==> config.mk <==
export PLATFORM = sky130hd
export DESIGN_NAME = layer_stream_serializer
export DESIGN_NICKNAME = d
export VERILOG_FILES = /design/src/rtl/layer_stream_serializer.sv
export SDC_FILE = /design/constraint.sdc
export NUM_CORES = 1
export LEC_CHECK = 0
export ABC_AREA = 0
export BUFFER_PORTS_ARGS = -buffer_cell sky130_fd_sc_hd__buf_2
export CAP_MARGIN = 10
export CELL_PAD_IN_SITES_DETAIL_PLACEMENT = 1
export CELL_PAD_IN_SITES_GLOBAL_PLACEMENT = 1
export CORE_MARGIN = 2
export CORE_UTILIZATION = 45
export DETAILED_ROUTE_END_ITERATION = 8
export PLACE_DENSITY = 0.86
export SETUP_SLACK_MARGIN = 0.4
export SLEW_MARGIN = 20
export SYNTH_ARGS = -nofsm -noshare
export SYNTH_HDL_FRONTEND = slang
export SYNTH_SLANG_ARGS = --single-unit
==> constraint.sdc <==
create_clock -name clk -period 5.9 [get_ports clk]
set_input_delay 1.18 -clock clk [delete_from_list [all_inputs] [get_ports clk]]
set_output_delay 1.18 -clock clk [all_outputs]
set_load 0.02 [all_outputs]
==> src/rtl/layer_stream_serializer.sv <==
// ---------------------------------------------------------------------------
// layer_stream_serializer
//
// Turns the packed parallel result of one fully-connected layer into a
// one-value-per-cycle stream for the next streaming layer. Negative values
// are optionally clamped to zero at capture (RELU), and the running argmax
// of the streamed values gives the classification result after the last
// layer.
//
// state  | meaning
// -------+---------------------------------------------------------------
// IDLE   | waiting for in_valid; in_ready=1, captures the whole vector
// STREAM | presenting buf[idx]; advances on out_valid & out_ready
//
// Ports
//   clk, rst_n        rising-edge clock, asynchronous active-low reset
//   in_valid/in_ready packed vector handshake (in_ready high only in IDLE)
//   in_data           NUM_IN values, element i at [dataWidth*i +: dataWidth]
//   out_data/out_valid/out_ready/out_last  element stream, last on NUM_IN-1
//   out_argmax/out_max  index/value of the largest element of the last
//                       completed vector (ties keep the lowest index)
//   argmax_valid      one-cycle pulse when out_argmax/out_max update
// ---------------------------------------------------------------------------
module layer_stream_serializer #(
    parameter int NUM_IN    = 10,
    parameter int dataWidth = 16,
    parameter int frac_bits = 11,
    parameter bit RELU      = 1'b1,
    parameter int IDXW      = $clog2(NUM_IN)
) (
    input  logic                        clk,
    input  logic                        rst_n,
    input  logic                        in_valid,
    input  logic [NUM_IN*dataWidth-1:0] in_data,
    output logic                        in_ready,
    output logic [dataWidth-1:0]        out_data,
    output logic                        out_valid,
    input  logic                        out_ready,
    output logic                        out_last,
    output logic [IDXW-1:0]             out_argmax,
    output logic [dataWidth-1:0]        out_max,
    output logic                        argmax_valid
);

    typedef enum logic {
        S_IDLE   = 1'b0,
        S_STREAM = 1'b1
    } state_t;

    // frac_bits only documents the fixed-point format; values are compared
    // as plain signed integers, so nothing below depends on it.
    if (frac_bits > dataWidth) begin : g_frac_bits_unchecked
    end

    state_t                       r_state;
    state_t                       w_state_nxt;
    logic signed [dataWidth-1:0]  r_buf [NUM_IN];
    logic signed [dataWidth-1:0]  w_cap [NUM_IN];
    logic [IDXW-1:0]              r_idx;
    logic signed [dataWidth-1:0]  r_run_max;
    logic [IDXW-1:0]              r_run_idx;
    logic signed [dataWidth-1:0]  r_max;
    logic [IDXW-1:0]              r_argmax;
    logic                         r_argmax_valid;

    logic signed [dataWidth-1:0]  w_cur;
    logic                         w_last_idx;
    logic                         w_beat;
    logic                         w_capture;
    logic                         w_greater;

    assign w_cur      = r_buf[r_idx];
    assign w_last_idx = (r_idx == IDXW'(NUM_IN - 1));
    assign w_beat     = (r_state == S_STREAM) && out_ready;
    assign w_capture  = (r_state == S_IDLE) && in_valid;
    // Strictly greater, so equal values keep the earlier (lower) index.
    assign w_greater  = (w_cur > r_run_max);

    always_comb begin
        for (int i = 0; i < NUM_IN; i++) begin
            w_cap[i] = in_data[dataWidth*i +: dataWidth];
            if (RELU && w_cap[i][dataWidth-1]) begin
                w_cap[i] = '0;
            end
        end
    end

    always_ff @(posedge clk or negedge rst_n) begin
        if (!rst_n) begin
            r_state <= S_IDLE;
        end else begin
            r_state <= w_state_nxt;
        end
    end

    always_comb begin
        w_state_nxt = r_state;
        in_ready    = 1'b0;
        out_valid   = 1'b0;
        out_last    = 1'b0;
        out_data    = '0;
        case (r_state)
            S_IDLE: begin
                in_ready = 1'b1;
                if (in_valid) begin
                    w_state_nxt = S_STREAM;
                end
            end
            S_STREAM: begin
                out_valid = 1'b1;
                out_data  = w_cur;
                out_last  = w_last_idx;
                if (out_ready && w_last_idx) begin
                    w_state_nxt = S_IDLE;
                end
            end
            default: w_state_nxt = S_IDLE;
        endcase
    end

    always_ff @(posedge clk or negedge rst_n) begin
        if (!rst_n) begin
            for (int i = 0; i < NUM_IN; i++) begin
                r_buf[i] <= '0;
            end
            r_idx          <= '0;
            r_run_max      <= '0;
            r_run_idx      <= '0;
            r_max          <= '0;
            r_argmax       <= '0;
            r_argmax_valid <= 1'b0;
        end else begin
            r_argmax_valid <= 1'b0;
            if (w_capture) begin
                r_buf     <= w_cap;
                r_idx     <= '0;
                r_run_max <= w_cap[0];
                r_run_idx <= '0;
            end else if (w_beat) begin
                if (w_greater) begin
                    r_run_max <= w_cur;
                    r_run_idx <= r_idx;
                end
                if (w_last_idx) begin
                    // Result must include the comparison of the last beat.
                    r_max          <= w_greater ? w_cur : r_run_max;
                    r_argmax       <= w_greater ? r_idx : r_run_idx;
                    r_argmax_valid <= 1'b1;
                end else begin
                    r_idx <= r_idx + 1'b1;
                end
            end
        end
    end

    assign out_argmax   = r_argmax;
    assign out_max      = r_max;
    assign argmax_valid = r_argmax_valid;

endmodule
==> results of run 1 <==
[kinds of logic after synthesis]
logic type	count (synthesis)	synth area share, %
fa+ha+maj	17	2.16
xor+xnor	3	0.267
mux	45	8.56
compound gates	134	9.29
other cells	1	0.0381
buf+inv	92	3.80
flops	196	49.8
simple gates	512	26.1
[power groups by stage]
stage,sequential [mW],combinational [mW],clock (mW)
after global routing,2.57,3.54,1.26
after detailed placement,2.50,3.13,0
after global placement,2.45,2.98,0
after CTS,2.49,3.20,1.20
final,2.50,3.22,1.19
after floorplan,2.31,2.29,0
[worst max-delay path: stages (launching register included)]
cell and delay, ns:
dfrtp_2 0.59, buf_12 0.32, mux4_2 0.58, o22ai_1 0.23, a21oi_1 0.16, ha_1 0.36, and4b_2 0.29, nand2_2 0.10
a2111oi_4 0.44, a211o_2 0.44, a21oi_2 0.30, a221o_1 0.39
[metal layers]
metal | GRT usage, % | wire (um)
met1 | 38.5 | 13700
met2 | 43.4 | 15000
met3 | 5.25 | 1860
met4 | 10.1 | 921
met5 | 0 | 0
[Yosys cell counts (15+ instances only)]
| cell type | number | share of area, % |
|---|---|---|
| nand2_1 | 311 | 12 |
| dfrtp_1 | 196 | 50 |
| nand3b_1 | 135 | 10 |
| clkbuf_1 | 51 | 1.9 |
| a21oi_1 | 35 | 1.8 |
| and2_1 | 32 | 2.0 |
| mux4_2 | 30 | 6.9 |
| o21ai_0 | 20 | 1.0 |
| a21o_1 | 19 | 1.4 |
| ha_1 | 17 | 2.2 |
| inv_1 | 17 | 0.65 |
| o31ai_1 | 16 | 1.2 |
| a221o_1 | 15 | 1.5 |
[area by class of cell]
class                           instances  area (sq um)  share of cell area [%]
Clock buffer                           19           443                    3.81
Clock inverter                         13           146                    1.26
Inverter                               18          67.6                   0.581
Multi-Input combinational cell        712          4590                    39.5
Sequential cell                       196          4910                    42.2
Tap cell                              280           350                    3.01
Timing Repair Buffer                  212          1130                    9.69
[path summary, 6_finish.rpt]
path / from / slack, ns / depth (start not counted) / end
max in group asynchronous: rst_n / 3.92 / 3 / r_idx[0]
max reg2reg: r_idx[0] / 1.52 / 11 / r_run_max[3]
min reg2reg: r_buf[13] / 0.46 / 2 / r_buf[13]
min: r_buf[13] / 0.46 / 2 / r_buf[13]
min in group asynchronous: rst_n / 0.71 / 1 / r_buf[17]
max: r_idx[0] / 1.52 / 11 / r_run_max[3]
[sequential cells by signal, indices dropped and copies added (netlist names)]
name,count
r_run_idx,4
r_buf,150
out_argmax,4
argmax_valid,1
out_max,16
r_run_max,16
r_idx,4
r_state,1
[layout by cell type, fill, tap and decap left out, types with 2 or more instances in the layout]
master and instances:
bufinv_16 2, xor2_1 2, mux4_2 30, o21ai_1 4
nand3b_1 135, nand4_1 2, ha_1 17, clkbuf_16 17
nand2_1 310, nand3_1 6, a21o_1 19, o21ai_0 20
and2_1 32, mux2_2 14, a221o_1 15, o22ai_1 14
a21oi_1 35, nor2_1 13, a31oi_1 2, clkinv_2 3
nor2b_1 2, a211oi_1 2, inv_1 17, o31ai_1 16
buf_4 8, clkinv_4 2, dfrtp_1 195, inv_6 4
clkbuf_8 2, buf_2 201
[through the flow]
stage / util [%] / instance area [sq um]
after floorplan: - / 9850
after global placement: 51.0 / 11000
after detailed placement: 51.0 / 11000
after CTS: 53.7 / 11600
after global routing: 53.8 / 11600
final: 53.8 / 11600
==> flow_summary_export.csv, run 1 <==
group,metric,value,unit
outcome,status,"finished clean",
global_route,grt_pass1_wl,49800,um
logic_synthesis,synth_ff_type,"dfrtp_1",
power,switching_share,43.2,%
placed_design,gp_congestion,0.868,
logic_synthesis,synth.avg_cell_area,9.85,sq um
logic_synthesis,synth_fp_nets,1181,
timing,timing.fmax,229,MHz
timing,hold_viol_final,0,
clocking,clockBufferDepth,2,
route,wl_per_cell,21.7,um
finish,area_growth,18.1,%
power,p_per_area,594,mW/mm^2
power,power_frac_clock,17.3,%
logic_synthesis,synth_warnings,0,
clocking,cts_root_buf,"clkbuf_16",
global_route,grt_max_degree,125,
worst_setup_path,end_kind,"register",
clocking,clock_sinks,196,
route,vias,8307,
floorplan,ioPinCount,204,
worst_setup_path,crit_type,"reg2reg",
power,seqPwrFrac,36.2,%
timing,whs,0.463,ns
power,p_total,6.91,mW
worst_setup_path,critPathMaxFanout,42,
floorplan,rows,54,
clocking,cts_tree,"built",
worst_setup_path,crit_required,6.22,ns
global_route,antenna_found_initial,0,
placed_design,placedCellCount,1417,
clocking,numCtsBuffers,17,
logic_synthesis,synth_edf_count,0,
route,ant_nets,0,
logic_synthesis,netlist_area,0.00985,sq mm
global_route,first_global_vias,8696,
finish,layout-drive-gt1-share,25.6,%
power,switchingPower,2.99,mW
timing,rsz0062_at_grt,"no",
route,vias_per_cell,5.73,
power,p_leak,6.08,nW
clocking,ctsHtreeMaxLevel,4,
timing,post-route-min-period,4.38,ns
worst_setup_path,cp.arrival,4.70,ns
timing,slew_viol_final,0,
finish,final_nets,1338,
worst_setup_path,cp-start-kind,"register",
clocking,cts_resized,0,
min_path,hold_path_class,"reg2reg",
finish,fill_cells,2465,
placed_design,numPortBuffers,202,
power,combPwrFrac,46.5,%
route,drc,0,
placed_design,pre_cts_ws,1.58,ns
logic_synthesis,synth_cell_types,48,
clocking,holdBufCountCts,0,
floorplan,coreArea,0.0216,sq mm
logic_synthesis,ys_async_sr_fraction,100,%
floorplan,dieArea,0.0231,sq mm
finish,antenna_cells,0,
timing,slew-limit-headroom,29.1,%
clocking,clkTransAtPathRegs,0.07,ns
clocking,clock_latency,0.45,ns
timing,setup_tns,0,ns
route,drt-initial-drc-count,684,
floorplan,die_x,152,um
timing,worst_slack,1.52,ns
route,drt-total-wl,31500,um
floorplan,start_util,45.6,%
placed_design,dp_hpwl,22600,um
logic_synthesis,synth-seq-cells,196,
timing,timing.final.crit_share,74.2,%
floorplan,die_y,152,um
global_route,overflow,0,
job,maxCapViolations,0,
timing,finalClockSkew,0.0155,ns
route,dr.pass1.iters,5,
power,intPower,3.93,mW
global_route,grtUsageTotal,27.6,%
timing,worst_slew_pin_slew,1.06,ns
finish,final-instance-count-excl-fill,1450,
power,vdd_drop_max,0.000380,V
clocking,post_cts_buffers,0,
logic_synthesis,syn_inst,1000,
logic_synthesis,yosysSeqAreaShare,49.8,%
timing,setup_viol,0,
(Power assumes the default switching activity.)
==> inputs of run 2 (changes only) <==
- CORE_UTILIZATION: 45 -> 38
- PLACE_DENSITY: 0.86 -> 0.77
- clock period: 5.9 -> 3.99 ns (I/O delays scaled with it)
==> run 2 against run 1 <==
Die area is 18% higher. Final area is 5.5% higher. Non-clock buffer count is 35 higher. Combinational power is 79% higher. Via count is 1.0% higher. Highest routed layer unchanged. Clock power is 46% higher. Critical endpoint is now out_max[13]. Clock-buffer cell count is 2 lower.
==> flow_summary_export.csv, run 2 (same netlist as run 1, synthesis figures left out) <==
group,metric,value,unit
outcome,status,"finished clean",
worst_setup_path,cp-start-kind,"register",
route,vias_per_cell,5.47,
global_route,grt_pass1_wl,48900,um
timing,timing.final.crit_share,91.6,%
placed_design,placed_area,0.0112,sq mm
route,drt-initial-drc-count,702,
finish,fill_cells,2860,
clocking,clkTransAtPathRegs,0.08,ns
clocking,cts_tree,"built",
global_route,grtUsageTotal,23.9,%
route,drc,0,
placed_design,gp_congestion,0.835,
worst_setup_path,timing.rr.end,"out_max[13]",
placed_design,placedCellCount,1477,
route,vias,8390,
worst_setup_path,crit_type,"reg2reg",
route,wl_per_cell,21.5,um
timing,post-route-min-period,3.65,ns
finish,fin_area,0.0123,sq mm
placed_design,pre_cts_ws,0.0978,ns
timing,worst_slew_pin_slew,1.11,ns
timing,timing.fmax,274,MHz
finish,area_growth,24.6,%
global_route,antenna_found_initial,0,
finish,largest_register_ffs,150,
worst_setup_path,reg2reg_depth,15,
min_path,hold_path_class,"in2async",
floorplan,start_util,38.9,%
route,dr.pass1.iters,5,
timing,rsz0062_at_grt,"yes",
worst_setup_path,critPathMaxFanout,18,
power,p_leak,6.33,nW
finish,antenna_cells,0,
finish,final-instance-count-excl-fill,1535,
power,vdd_drop_max,0.000468,V
worst_setup_path,critical_path.max_stage_delay,0.46,ns
worst_setup_path,cp.arrival,3.98,ns
timing,slew_viol_final,0,
clocking,holdBufCountCts,0,
floorplan,die_x,165,um
timing,finalClockSkew,0.0106,ns
placed_design,dp_hpwl,22800,um
power,p_per_area,909,mW/mm^2
floorplan,die_y,165,um
timing,hold_viol_final,0,
floorplan,rows,58,
timing,worst_slack,0.337,ns
worst_setup_path,crit_chain,"buf_12 -> buf_12 -> buf_4 -> mux4_2 -> o22ai_1 -> a21oi_2 -> ha_1 -> nand2_2 -> o21bai_2 -> a2111oi_4 -> buf_4 -> a211oi_4 -> buf_6 -> o31ai_1 -> o21ai_0",
clocking,clock_sinks,196,
global_route,grt_max_degree,85,
finish,final_nets,1373,
route,ant_nets,0,
worst_setup_path,worstReg2RegStart,"r_idx[0]",
finish,layout_common_cells,"nand2_1, buf_2, dfrtp_1",
clocking,numCtsBuffers,17,
finish,final_common_cell,"nand2_1",
floorplan,coreArea,0.0253,sq mm
job,maxCapViolations,0,
worst_setup_path,cp.buffers_inverters,5,
finish,layout-drive-gt1-share,30.6,%
global_route,first_global_vias,8592,
floorplan,dieArea,0.0272,sq mm
clocking,clockBufferDepth,2,
clocking,clock_latency,0.45,ns
worst_setup_path,critical_path.top_delay_family,"compound AO/OA/AOI/OAI gates",
worst_setup_path,crit_required,4.32,ns
global_route,overflow,0,
floorplan,ioPinCount,204,
finish,regMostFlops,"r_buf",
timing,setup_viol,0,
worst_setup_path,end_kind,"register",
worst_setup_path,crit_slowest_cell,"dfrtp_2",
route,drt-total-wl,33000,um
finish,fin_util,48.5,%
timing,slew-limit-headroom,25.6,%
worst_setup_path,r2r_slack,0.34,ns
timing,setup_tns,0,ns
clocking,cts_root_buf,"clkbuf_16",
placed_design,numPortBuffers,202,
clocking,ctsHtreeMaxLevel,4,
-- run 2: cell count changes in the layout (fill, tap and decap cells not counted), sizes merged --
cell,before,now
bufbuf,0,1
inv,22,28
bufinv,2,1
clkinvlp,1,0
clkinv,6,4
buf,211,243
-- run 2: layout make-up --
| class | instances | area, sq um | area share, % |
|---|---|---|---|
| well taps | 330 | 413 | 3.36 |
| inverters | 18 | 67.6 | 0.551 |
| flip-flops and latches | 196 | 4910 | 40.0 |
| multi-input cells | 712 | 4780 | 38.9 |
| repair buffers | 247 | 1520 | 12.4 |
| clock inverters | 15 | 159 | 1.29 |
| clock buffers | 17 | 425 | 3.47 |
-- run 2: how the worst max path moves through the flow --
stage,start,endpoint,slack [ns],depth (start not counted)
2_1_floorplan,r_idx[0],r_run_max[10],0.55,12
5_1_grt,r_idx[0],out_max[13],0.23,15
6_report,r_idx[0],out_max[13],0.34,15
3_5_place_dp,r_idx[0],r_run_idx[2],0.1,11
3_3_place_gp,r_idx[0],r_run_idx[2],0.25,11
4_1_cts,r_idx[0],r_run_max[8],0.41,11
-- run 2: power breakdown --
group	total [mW]	switching [mW]	leakage, nW	internal [mW]
Sequential	3.64	0.687	2.56	2.95
Clock	1.74	0.844	0.292	0.894
Combinational	5.77	3.30	3.48	2.47
Total	11.2	4.84	6.33	6.32
-- run 2: worst register-to-register path, stage by stage, from the launching register on --
cell and delay [ns]:
dfrtp_2 0.46, buf_12 0.14, buf_12 0.14, buf_4 0.14
mux4_2 0.44, o22ai_1 0.26, a21oi_2 0.13, ha_1 0.37
nand2_2 0.11, o21bai_2 0.23, a2111oi_4 0.34, buf_4 0.19
a211oi_4 0.04, buf_6 0.18, o31ai_1 0.28, o21ai_0 0.12
-- run 2: metal layers --
metal / share of wire, % / up-vias / wire length (um) / global-route usage [%]
met5: 0 / - / 0 / 0
met4: 2.3 / 0 / 743 / 6.28
met3: 6.0 / 52 / 1980 / 3.97
met2: 48 / 314 / 15700 / 38.2
met1: 44 / 4204 / 14600 / 33.9
li1: - / 3820 / - / -
-- run 2: timing repair --
| item | CTS | global route |
|---|---|---|
| pin swaps | 2 | 8 |
| setup buffers | 5 | 18 |
| gates resized for setup | 8 | 36 |
| gates cloned | 1 | 2 |
| setup endpoints to repair | 38 | 37 |
-- run 2: metrics by stage --
stage          power [mW]  hold slack, ns
5_1_grt              11.8           0.439
4_1_cts              10.4           0.432
6_report             11.2           0.402
3_3_place_gp         8.23           0.445
2_1_floorplan        6.80           0.433
3_5_place_dp         8.47           0.454
